## src/rtl/write_buffer_pkg.sv

```systemverilog
// Shared types and sizing for the write buffer between the write-through cache and main memory.
package write_buffer_pkg;

    localparam int unsigned ADDR_WIDTH = 10;
    localparam int unsigned WIDTH      = 32;
    localparam int unsigned DEPTH      = 4;
    localparam int unsigned PTR_WIDTH  = 2;
    localparam int unsigned CNT_WIDTH  = PTR_WIDTH + 1;

    localparam logic WB_IDLE  = 1'b0;
    localparam logic WB_WRITE = 1'b1;

    typedef enum logic {
        ST_IDLE  = WB_IDLE,
        ST_WRITE = WB_WRITE
    } wb_state_e;

    typedef struct packed {
        logic [ADDR_WIDTH-1:0] addr;
        logic [WIDTH-1:0]      data;
    } wb_entry_t;

    // Word offset within a 4-word block is ignored when matching blocks.
    localparam logic [ADDR_WIDTH-1:0] BLK_MASK = ~(ADDR_WIDTH'(3));

    function automatic logic same_block(input logic [ADDR_WIDTH-1:0] a,
                                        input logic [ADDR_WIDTH-1:0] b);
        return ((a ^ b) & BLK_MASK) == '0;
    endfunction

endpackage

```

## src/rtl/write_buffer_fifo_mem.sv

```systemverilog
// Entry storage for the write buffer: one write port, one read port, per-entry block compare.
module wb_fifo_mem
    import write_buffer_pkg::*;
(
    input  logic                  clk,
    input  logic                  we,
    input  logic [PTR_WIDTH-1:0]  waddr,
    input  wb_entry_t             wentry,
    input  logic [PTR_WIDTH-1:0]  raddr,
    output wb_entry_t             rentry,
    input  logic [ADDR_WIDTH-1:0] cmp_addr,
    output logic [DEPTH-1:0]      match
);

    wb_entry_t mem [DEPTH];

    always_ff @(posedge clk) begin
        if (we) begin
            mem[waddr] <= wentry;
        end
    end

    assign rentry = mem[raddr];

    always_comb begin
        match = '0;
        for (int unsigned i = 0; i < DEPTH; i++) begin
            match[i] = same_block(mem[i].addr, cmp_addr);
        end
    end

endmodule

```

## src/rtl/write_buffer.sv

```systemverilog
// FIFO store buffer draining to main memory over mem_write/mem_ready.
// Optional WB_COALESCE_EN merges a repeated write to the newest entry's address.
module write_buffer
    import write_buffer_pkg::*;
(
    input  logic                  clk,
    input  logic                  reset,
    input  logic                  enq_valid,
    input  logic [ADDR_WIDTH-1:0] enq_addr,
    input  logic [WIDTH-1:0]      enq_data,
    output logic                  full,
    output logic                  empty,
    input  logic [ADDR_WIDTH-1:0] rd_addr,
    output logic                  rd_conflict,
    output logic                  mem_write,
    output logic [ADDR_WIDTH-1:0] mem_addr,
    output logic [WIDTH-1:0]      mem_wdata,
    input  logic                  mem_ready
);

    wb_state_e             state;
    logic [PTR_WIDTH-1:0]  head, tail, newest, wr_idx, raddr;
    logic [CNT_WIDTH-1:0]  count, count_next;
    logic [ADDR_WIDTH-1:0] newest_addr;
    logic                  push, pop, coalesce, mem_we;
    logic [DEPTH-1:0]      match, valid;
    wb_entry_t             wr_entry, rd_entry, load_entry;

    assign pop    = (state == ST_WRITE) && mem_ready;
    assign newest = tail - PTR_WIDTH'(1);

`ifdef WB_COALESCE_EN
    // Newest entry equals the head exactly when count is 1; never rewrite it mid-flight.
    assign coalesce = enq_valid && (count != '0) && (newest_addr == enq_addr)
                      && !((count == CNT_WIDTH'(1)) && (state == ST_WRITE));
`else
    assign coalesce = 1'b0;
`endif

    assign push     = enq_valid && !full && !coalesce;
    assign mem_we   = push || coalesce;
    assign wr_idx   = coalesce ? newest : tail;
    assign wr_entry = '{addr: enq_addr, data: enq_data};
    assign raddr    = pop ? (head + PTR_WIDTH'(1)) : head;

    // Entry being written this cycle is the one about to be presented: bypass the array.
    assign load_entry = (mem_we && (wr_idx == raddr)) ? wr_entry : rd_entry;

    always_comb begin
        count_next = count;
        if (push && !pop) begin
            count_next = count + CNT_WIDTH'(1);
        end else if (!push && pop) begin
            count_next = count - CNT_WIDTH'(1);
        end
    end

    always_comb begin
        valid = '0;
        for (int unsigned i = 0; i < DEPTH; i++) begin
            valid[i] = CNT_WIDTH'(PTR_WIDTH'(PTR_WIDTH'(i) - head)) < count;
        end
    end

    assign rd_conflict = |(match & valid);

    wb_fifo_mem u_mem (
        .clk      (clk),
        .we       (mem_we),
        .waddr    (wr_idx),
        .wentry   (wr_entry),
        .raddr    (raddr),
        .rentry   (rd_entry),
        .cmp_addr (rd_addr),
        .match    (match)
    );

    // Pointers, flags and drain FSM; WRITE always holds count >= 1, so empty tracks count_next.
    always_ff @(posedge clk) begin
        if (reset) begin
            state       <= ST_IDLE;
            head        <= '0;
            tail        <= '0;
            count       <= '0;
            newest_addr <= '0;
            full        <= 1'b0;
            empty       <= 1'b1;
            mem_write   <= 1'b0;
            mem_addr    <= '0;
            mem_wdata   <= '0;
        end else begin
            if (push) begin
                tail        <= tail + PTR_WIDTH'(1);
                newest_addr <= enq_addr;
            end
            if (pop) begin
                head <= head + PTR_WIDTH'(1);
            end
            count <= count_next;
            full  <= (count_next == CNT_WIDTH'(DEPTH));
            empty <= (count_next == '0);
            case (state)
                ST_IDLE: begin
                    if (count != '0) begin
                        state     <= ST_WRITE;
                        mem_write <= 1'b1;
                        mem_addr  <= load_entry.addr;
                        mem_wdata <= load_entry.data;
                    end
                end
                ST_WRITE: begin
                    if (pop) begin
                        if (count_next != '0) begin
                            mem_addr  <= load_entry.addr;
                            mem_wdata <= load_entry.data;
                        end else begin
                            state     <= ST_IDLE;
                            mem_write <= 1'b0;
                        end
                    end
                end
                default: begin
                    state     <= ST_IDLE;
                    mem_write <= 1'b0;
                end
            endcase
        end
    end

endmodule

```

## config.mk

```make
export PLATFORM = sky130hd
export DESIGN_NAME = write_buffer
export DESIGN_NICKNAME = d
export VERILOG_FILES = /design/src/rtl/write_buffer_pkg.sv /design/src/rtl/write_buffer_fifo_mem.sv /design/src/rtl/write_buffer.sv
export SDC_FILE = /design/constraint.sdc
export NUM_CORES = 1
export LEC_CHECK = 0
export ABC_AREA = 1
export BUFFER_PORTS_ARGS = -buffer_cell sky130_fd_sc_hd__buf_4
export CAP_MARGIN = 20
export CORE_MARGIN = 10
export CORE_UTILIZATION = 36
export DETAILED_ROUTE_END_ITERATION = 16
export PLACE_DENSITY_LB_ADDON = 0.3
export SLEW_MARGIN = 10
export SYNTH_ARGS = -nofsm -noshare
export SYNTH_HDL_FRONTEND = slang
export SYNTH_SLANG_ARGS = --single-unit
```

## constraint.sdc

```tcl
create_clock -name clk -period 5.3 [get_ports clk]
set_clock_uncertainty 0.2 [all_clocks]
set_input_delay 0.265 -clock clk [delete_from_list [all_inputs] [get_ports clk]]
set_output_delay 0.265 -clock clk [all_outputs]
set_load 0.03 [all_outputs]
```

# [Word level (Yosys, flattened, before mapping)]
# Memories as Yosys holds them, arrays and structs flattened.
# Index checks and enable logic that the tools add are counted.
# W data, S select, Z words.
[word_totals] reg_bits=53 ramBits=168 inputBits=56 output_inout_bits=46 elab_cells=74 mem_count=1
[memory_table] name="u_mem.mem" depth=4 width=42 rd=5 rd_clocked_by_memory_dff=0 wr=1 line="write_buffer_fifo_mem.sv:15" text="wb_entry_t mem [DEPTH];"
[classes] add_sub_neg=8 magnitude_cmp=4 eq_ne=6 mux=22 bitwise_logic=6 reduce_logical=18
[ops] operator="$mux W32" count=3
[ops] operator="$pmux W32 S2" count=1
[ops] operator="$mux W42" count=1
[ops] operator="$logic_not A10 Y1" count=4
[ops] operator="$xor A10 B10 Y10" count=4
[ops] operator="$mux W10" count=3
[ops] operator="$pmux W10 S2" count=1
[ops] operator="$lt A2 B3 Y1" count=4
[ops] operator="$mux W1" count=8
[ops] operator="$mux W3" count=2
[ops] operator="$reduce_and A3 Y1" count=2
[ops] operator="$reduce_bool A3 Y1" count=2
[ops] operator="$logic_and A1 B1 Y1" count=5
[ops] operator="$add A2 B1 Y2 const B" count=2
[ops] operator="$and A4 B4 Y4" count=1
[ops] operator="$ne A2 B1 Y1 const B" count=2
[ops] operator="$ne A2 B2 Y1 const B" count=2
[ops] operator="$pmux W1 S2" count=2
[ops] operator="$reduce_or A4 Y1" count=1
[ops] operator="$sub A1 B2 Y2 const A" count=2
[ops] operator="$sub A2 B2 Y2 const A" count=2
[ops] operator="$add A3 B1 Y3 const B" count=1
[ops] operator="$eq A3 B3 Y1 const B" count=1
[ops] operator="$logic_not A1 Y1" count=3
[ops] operator="5 further kinds" count=5

# [Depth between registers and ports, before layout]
[logic_depth] depth_word=10 ltp_mapped=14

# [Modules after synthesis]
# From an unflattened synthesis, not the netlist that was laid out.
[hier_totals] hier_cells=1095 area_unflattened_um2=10053.4
[modules_own_cells] module="wb_fifo_mem" instances=1 cells_per_inst=577 area_per_inst_um2=6851.6 seq_area_each_um2=5044.8
[modules_own_cells] module="write_buffer" instances=1 cells_per_inst=518 area_per_inst_um2=3201.8 seq_area_each_um2=1061.0

# [Least setup slack after synthesis]
# Ideal clock, no wire load.
[synth_timing] kind="reg-to-reg" startpoint="reg full" endpoint="mem u_mem.mem[0][0] (netlist name) (enable)" setup_ns=0.442 arrival_time_ns=2.459 required_time_ns=4.658 path_slack_ns=2.199 stages_incl_launch_ff=4 n_path_buf=0 path_cell_list="dfxtp_1 inv_1 nand2_2 nor2_1"
[synth_between] elab_chain_len=4
[synth_lines] element="start, declared" line="write_buffer.sv:11" text="output logic full,"
[synth_lines] element="start signal, assigned" line="write_buffer.sv:100" text="full <= (count_next == CNT_WIDTH'(DEPTH));"
[synth_lines] element="$logic_not A1 Y1" line="write_buffer.sv:40" text="assign push = enq_valid && !full && !coalesce;"
[synth_lines] element="$logic_and A1 B1 Y1" line="write_buffer.sv:40"
[synth_lines] element="$mux W1" line="write_buffer_fifo_mem.sv:18" text="if (we) begin"
[synth_lines] element="$mux W1 (not written as such)" line="write_buffer_fifo_mem.sv:19" text="mem[waddr] <= wentry;"
[synth_lines] element="end, declared" line="write_buffer_fifo_mem.sv:15"
# No other way between the ends.

# [Worst setup path in the final report]
[layout_timing] startpoint="reg state" endpoint="reg mem_wdata[20]"
[layout_between] elab_chain_len=8
[layout_lines] element="start, declared" line="write_buffer.sv:21" text="wb_state_e state;"
[layout_lines] element="start signal, assigned" line="write_buffer.sv:81" text="state <= ST_IDLE;"
[layout_lines] element="start signal, assigned" line="write_buffer.sv:105" text="state <= ST_WRITE;"
[layout_lines] element="start signal, assigned" line="write_buffer.sv:117" text="state <= ST_IDLE;"
[layout_lines] element="branches (longest 8 deep; another with $mem_v2 Z4 W42)"
[layout_lines] element="end signal, assigned" line="write_buffer.sv:108" text="mem_wdata <= load_entry.data;"
[layout_lines] element="end signal, assigned" line="write_buffer.sv:115" text="mem_wdata <= load_entry.data;"
[layout_lines] element="end, declared" line="write_buffer.sv:17" text="output logic [WIDTH-1:0] mem_wdata,"
# Several ways; the timed one is not identified. The select of a mux whose other input is x is not followed.
# A chain may end at the register's enable or synchronous reset.

==> run summary <==
In the synthesized netlist the async set-or-reset flop fraction comes to 0%. After synthesis, the largest family of logic cells by area is simple AND/OR/NAND/NOR gates. The commonest register cell after synthesis is edfxtp_1.

The final number of hold-violating endpoints came out at 0. The full die area is 35,900 sq um. The mean cell area of the mapped netlist came out at 8.76 sq um. The power share of the combinational group is 39.6%. The share of total power in the clock network came out at 25.5%.

The final number of setup-violating endpoints came out at 0. The first detailed-routing pass took 6 iterations. The area of the core is 28,500 sq um. After the first detailed-routing iteration, the DRC count stood at 417. The largest single stage delay on the critical path is about 0.76 ns. The top-area cell type share of the netlist area came out at 48.7%. nand2_1 is the most common cell in the netlist. The post-synthesis mux area share came out at 0%.

The maximum number of pins on one net before global-route repair is 88. The average routed wire per standard cell is 15.6 microns. Cell internal power was estimated by the tool at 3.98 mW. The clock tree buffer depth came out at 3.

The sum of negative setup slack is 0 ns. The total global-route track usage is 14.5%. The critical path's slowest cell is nand2_4. Setup slack on the worst reg-to-reg path comes out at 2.25 ns. Routability-driven placement finished with a final weighted congestion of 0.765. about 100 I/O pins were placed.

The run finished with clean final reports. The max-slew headroom at the worst pin is between 20% and 30%. The highest achievable clock rate is 0.328 GHz. The slew at the pin with the worst max-slew slack is ~1.1 ns. The commonest cells after synthesis are 539 x nand2_1, 168 x edfxtp_1, 95 x nand3_1. In this run the static leakage power is 5.62 nW.

The post-synthesis cell type with the largest combined area is edfxtp_1. The cell area power density is 518 nW/um^2. The launch point of the worst path is state.

The effective utilization at floorplan is 36.3%. The height of the die came out at 190 microns. The routed via count came out at 7,873. The total of warnings raised by yosys is 0. The maximum VDD drop is ~0.00031 V. The synthesized netlist devotes 28.3% of its cell area to simple gates.

TritonCTS created 24 clock buffers. Summing the sequential cell areas from Yosys gives 59.0% of the chip area. The first global-routing pass estimated 42.4 mm of wire.

For the worst-skew pair, the clock arrives at the later sink with an insertion delay of 0.52 ns. The via density per instance is 4.64. The placed instances occupy a cell area of 11,300 sq um. The die is 190 microns wide. After Yosys synthesis, full adders, half adders and majority gates account for 1.33% of the synthesized area. The switching component of the power is 2.53 mW. The count of final max-slew check failures is 0. The number of port buffers is 99. The final instance area came out at 12,600 sq um. The number of antenna violations at the first check in global routing is 1.

The net count of the mapped netlist came out at ~1,200. The number of cells on the worst reg-to-reg path is 10. The number of buffers inserted by post-CTS setup repair came out at 0. The cell count of the worst hold path is 4. Net switching is about two fifths of the power. TritonCTS built the clock tree.

The critical path required time is between 5 and 6 ns. The number of standard cells after synthesis came out at ~1,200. The number of inserted filler cells in the final layout came out at 2,820.

The DRC violations left came out at 0. The netlist uses 31 different library cells. The startpoint of the worst hold path is mem_ready. The routed design has 26.4 mm of wire. The XOR/XNOR share of the synthesized area came out at 1.95%. Clock tree synthesis selected as its root buffer the cell clkbuf_16.

The number of global-route vias before repair came out at 7,777. The time the final worst path needs with I/O delays and setup came out at 3.05 ns. The final layout net count came out at about 1,400. Once detailed placement completed, the half-perimeter wirelength came to 14.7 mm.

The number of enable-type register cells in the synthesized netlist came out at 168. In this run the worst path has a maximum fanout of 87. The signal arrival time at the worst endpoint came out at approximately 3.3 ns. Global routing finished with a remaining overflow of 0. The number of standard-cell rows in the floorplan came out at 62.

The post-route core utilization came out at 44.0%. The class of the worst hold path is primary input to register. In the post-synthesis netlist, the biggest area contributors are edfxtp_1 49%, nand2_1 20%, dfxtp_1 10%. The tool flagged a number of max-cap violations equal to 0.

The clock sink total is 221. The number of synthesized register bits came out at 221. Clock-pin slew was measured on the worst setup and hold paths at 0.06 ns.

In this run the cell area of the synthesized design comes to 10,300 sq um. The remaining antenna violation count after routing is 0. Relative to the synthesized area, the layout overhead comes to 21.4%.

The post-route netlist has 13.1% of its cells at a drive strength greater than 1. The post-route fraction of the period consumed by the critical path came out at a little under three fifths. The proportion of power drawn by flip-flops and latches came out at 34.9%. The post-synthesis compound-gate area fraction came out at 3.22%.

Traced cell by cell, the critical path runs through nand2_4 -> nand2_1 -> nand2_4 -> nor2_1 -> nor2_4 -> buf_4 -> nand3_1 -> nand2_1 -> a21oi_1 -> nor2_1. The worst setup path is captured at a register. The worst setup path is launched from a register.

The CTS H-tree depth came out at 1. The type of the worst setup path is register to register. The beginning of the worst register-to-register path is state.

Setup repair after global routing left no endpoint under its margin. For hold timing, the worst endpoint is mem_write. The endpoint identified for the worst register-to-register timing path is mem_wdata[20].
routing by layer:
layer | up-vias | GRT usage, % | part of all wire (%)
li1 | 4022 | - | -
met1 | 3673 | 18.4 | 45
met2 | 138 | 25.2 | 49
met3 | 40 | 2.47 | 4.3
met4 | 0 | 3.60 | 1.7
met5 | - | 0 | 0
stage by stage:
| stage | setup WS (ns) | cells | total power, mW | hold WS (ns) |
|---|---|---|---|---|
| 6_report | 2.25 | 1697 | 6.51 | 0.0663 |
| 5_1_grt | 1.91 | 1697 | 7.01 | 0.0711 |
| 3_5_place_dp | 2.18 | 1608 | 4.89 | 0.273 |
| 2_1_floorplan | 2.20 | 1181 | 4.17 | 0.164 |
| 3_3_place_gp | 2.18 | 1608 | 4.86 | 0.266 |
| 4_1_cts | 2.19 | 1696 | 6.60 | 0.0366 |
worst max path at each step:
stage / slack [ns] / cells after the start / to
floorplan: 2.20 / 3 / u_mem.mem[0][0]
finish: 2.25 / 10 / mem_wdata[20]
CTS: 2.19 / 10 / mem_wdata[1]
global route: 1.91 / 9 / mem_wdata[21]
detailed placement: 2.18 / 11 / mem_wdata[1]
global placement: 2.18 / 11 / mem_wdata[18]
registers in the layout, summed over array words and instances, names as in the netlist:
register,count
mem_addr,10
head,2
tail,2
state,1
count,3
u_mem.mem,168
full,1
mem_write,1
empty,1
mem_wdata,32
what timing repair did:
action                                 CTS  global route
hold buffers                            45             0
gates resized for setup                  0             0
endpoints found under the hold margin  218             0
power groups by stage:
| stage | logic, mW | clock network (mW) | registers, mW |
|---|---|---|---|
| finish | 2.58 | 1.66 | 2.27 |
| global route | 2.93 | 1.77 | 2.31 |
| CTS | 2.62 | 1.70 | 2.28 |
| detailed placement | 2.58 | 0 | 2.31 |
| global placement | 2.56 | 0 | 2.30 |
| floorplan | 1.53 | 0 | 2.64 |
cell families after synthesis:
kind of cell,count (synthesis)
buffers and inverters,138
flip-flops,221
AO/OA/AOI/OAI,64
AND/OR/NAND/NOR,724
adder cells (fa/ha/maj),11
XOR/XNOR,23
cell usage in the layout, fill, tap and decap left out, types with 6 or more instances in the layout:
cell	count
buf_4	107
nand2_1	538
nand2_4	6
xor2_1	14
xnor2_1	9
a21oi_1	52
edfxtp_1	168
nand3_1	95
ha_1	11
nand2_2	6
dlygate4sd3_1	45
inv_1	70
dfxtp_1	53
clkbuf_16	25
nor2_1	59
o21ai_0	7
layout make-up:
type / count / area (sq um) / area share [%]
multi-input combinational: 822 / 3650 / 29.1
sequential: 221 / 6110 / 48.6
tap: 384 / 480 / 3.83
timing repair buffer: 152 / 1250 / 9.98
clock inverter: 11 / 103 / 0.817
inverter: 74 / 284 / 2.26
clock buffer: 32 / 682 / 5.43
antenna: 1 / 2.50 / 0.0199
worst max-delay path, delay by kind of cell (launching register included):
family	cells	cell delay [ns]
AND/OR/NAND/NOR	8	1.80
AO/OA/AOI/OAI	1	0.05
buffers and inverters	1	0.55
flip-flops	1	0.37
Note: power is estimated with default switching activity, not from simulation.
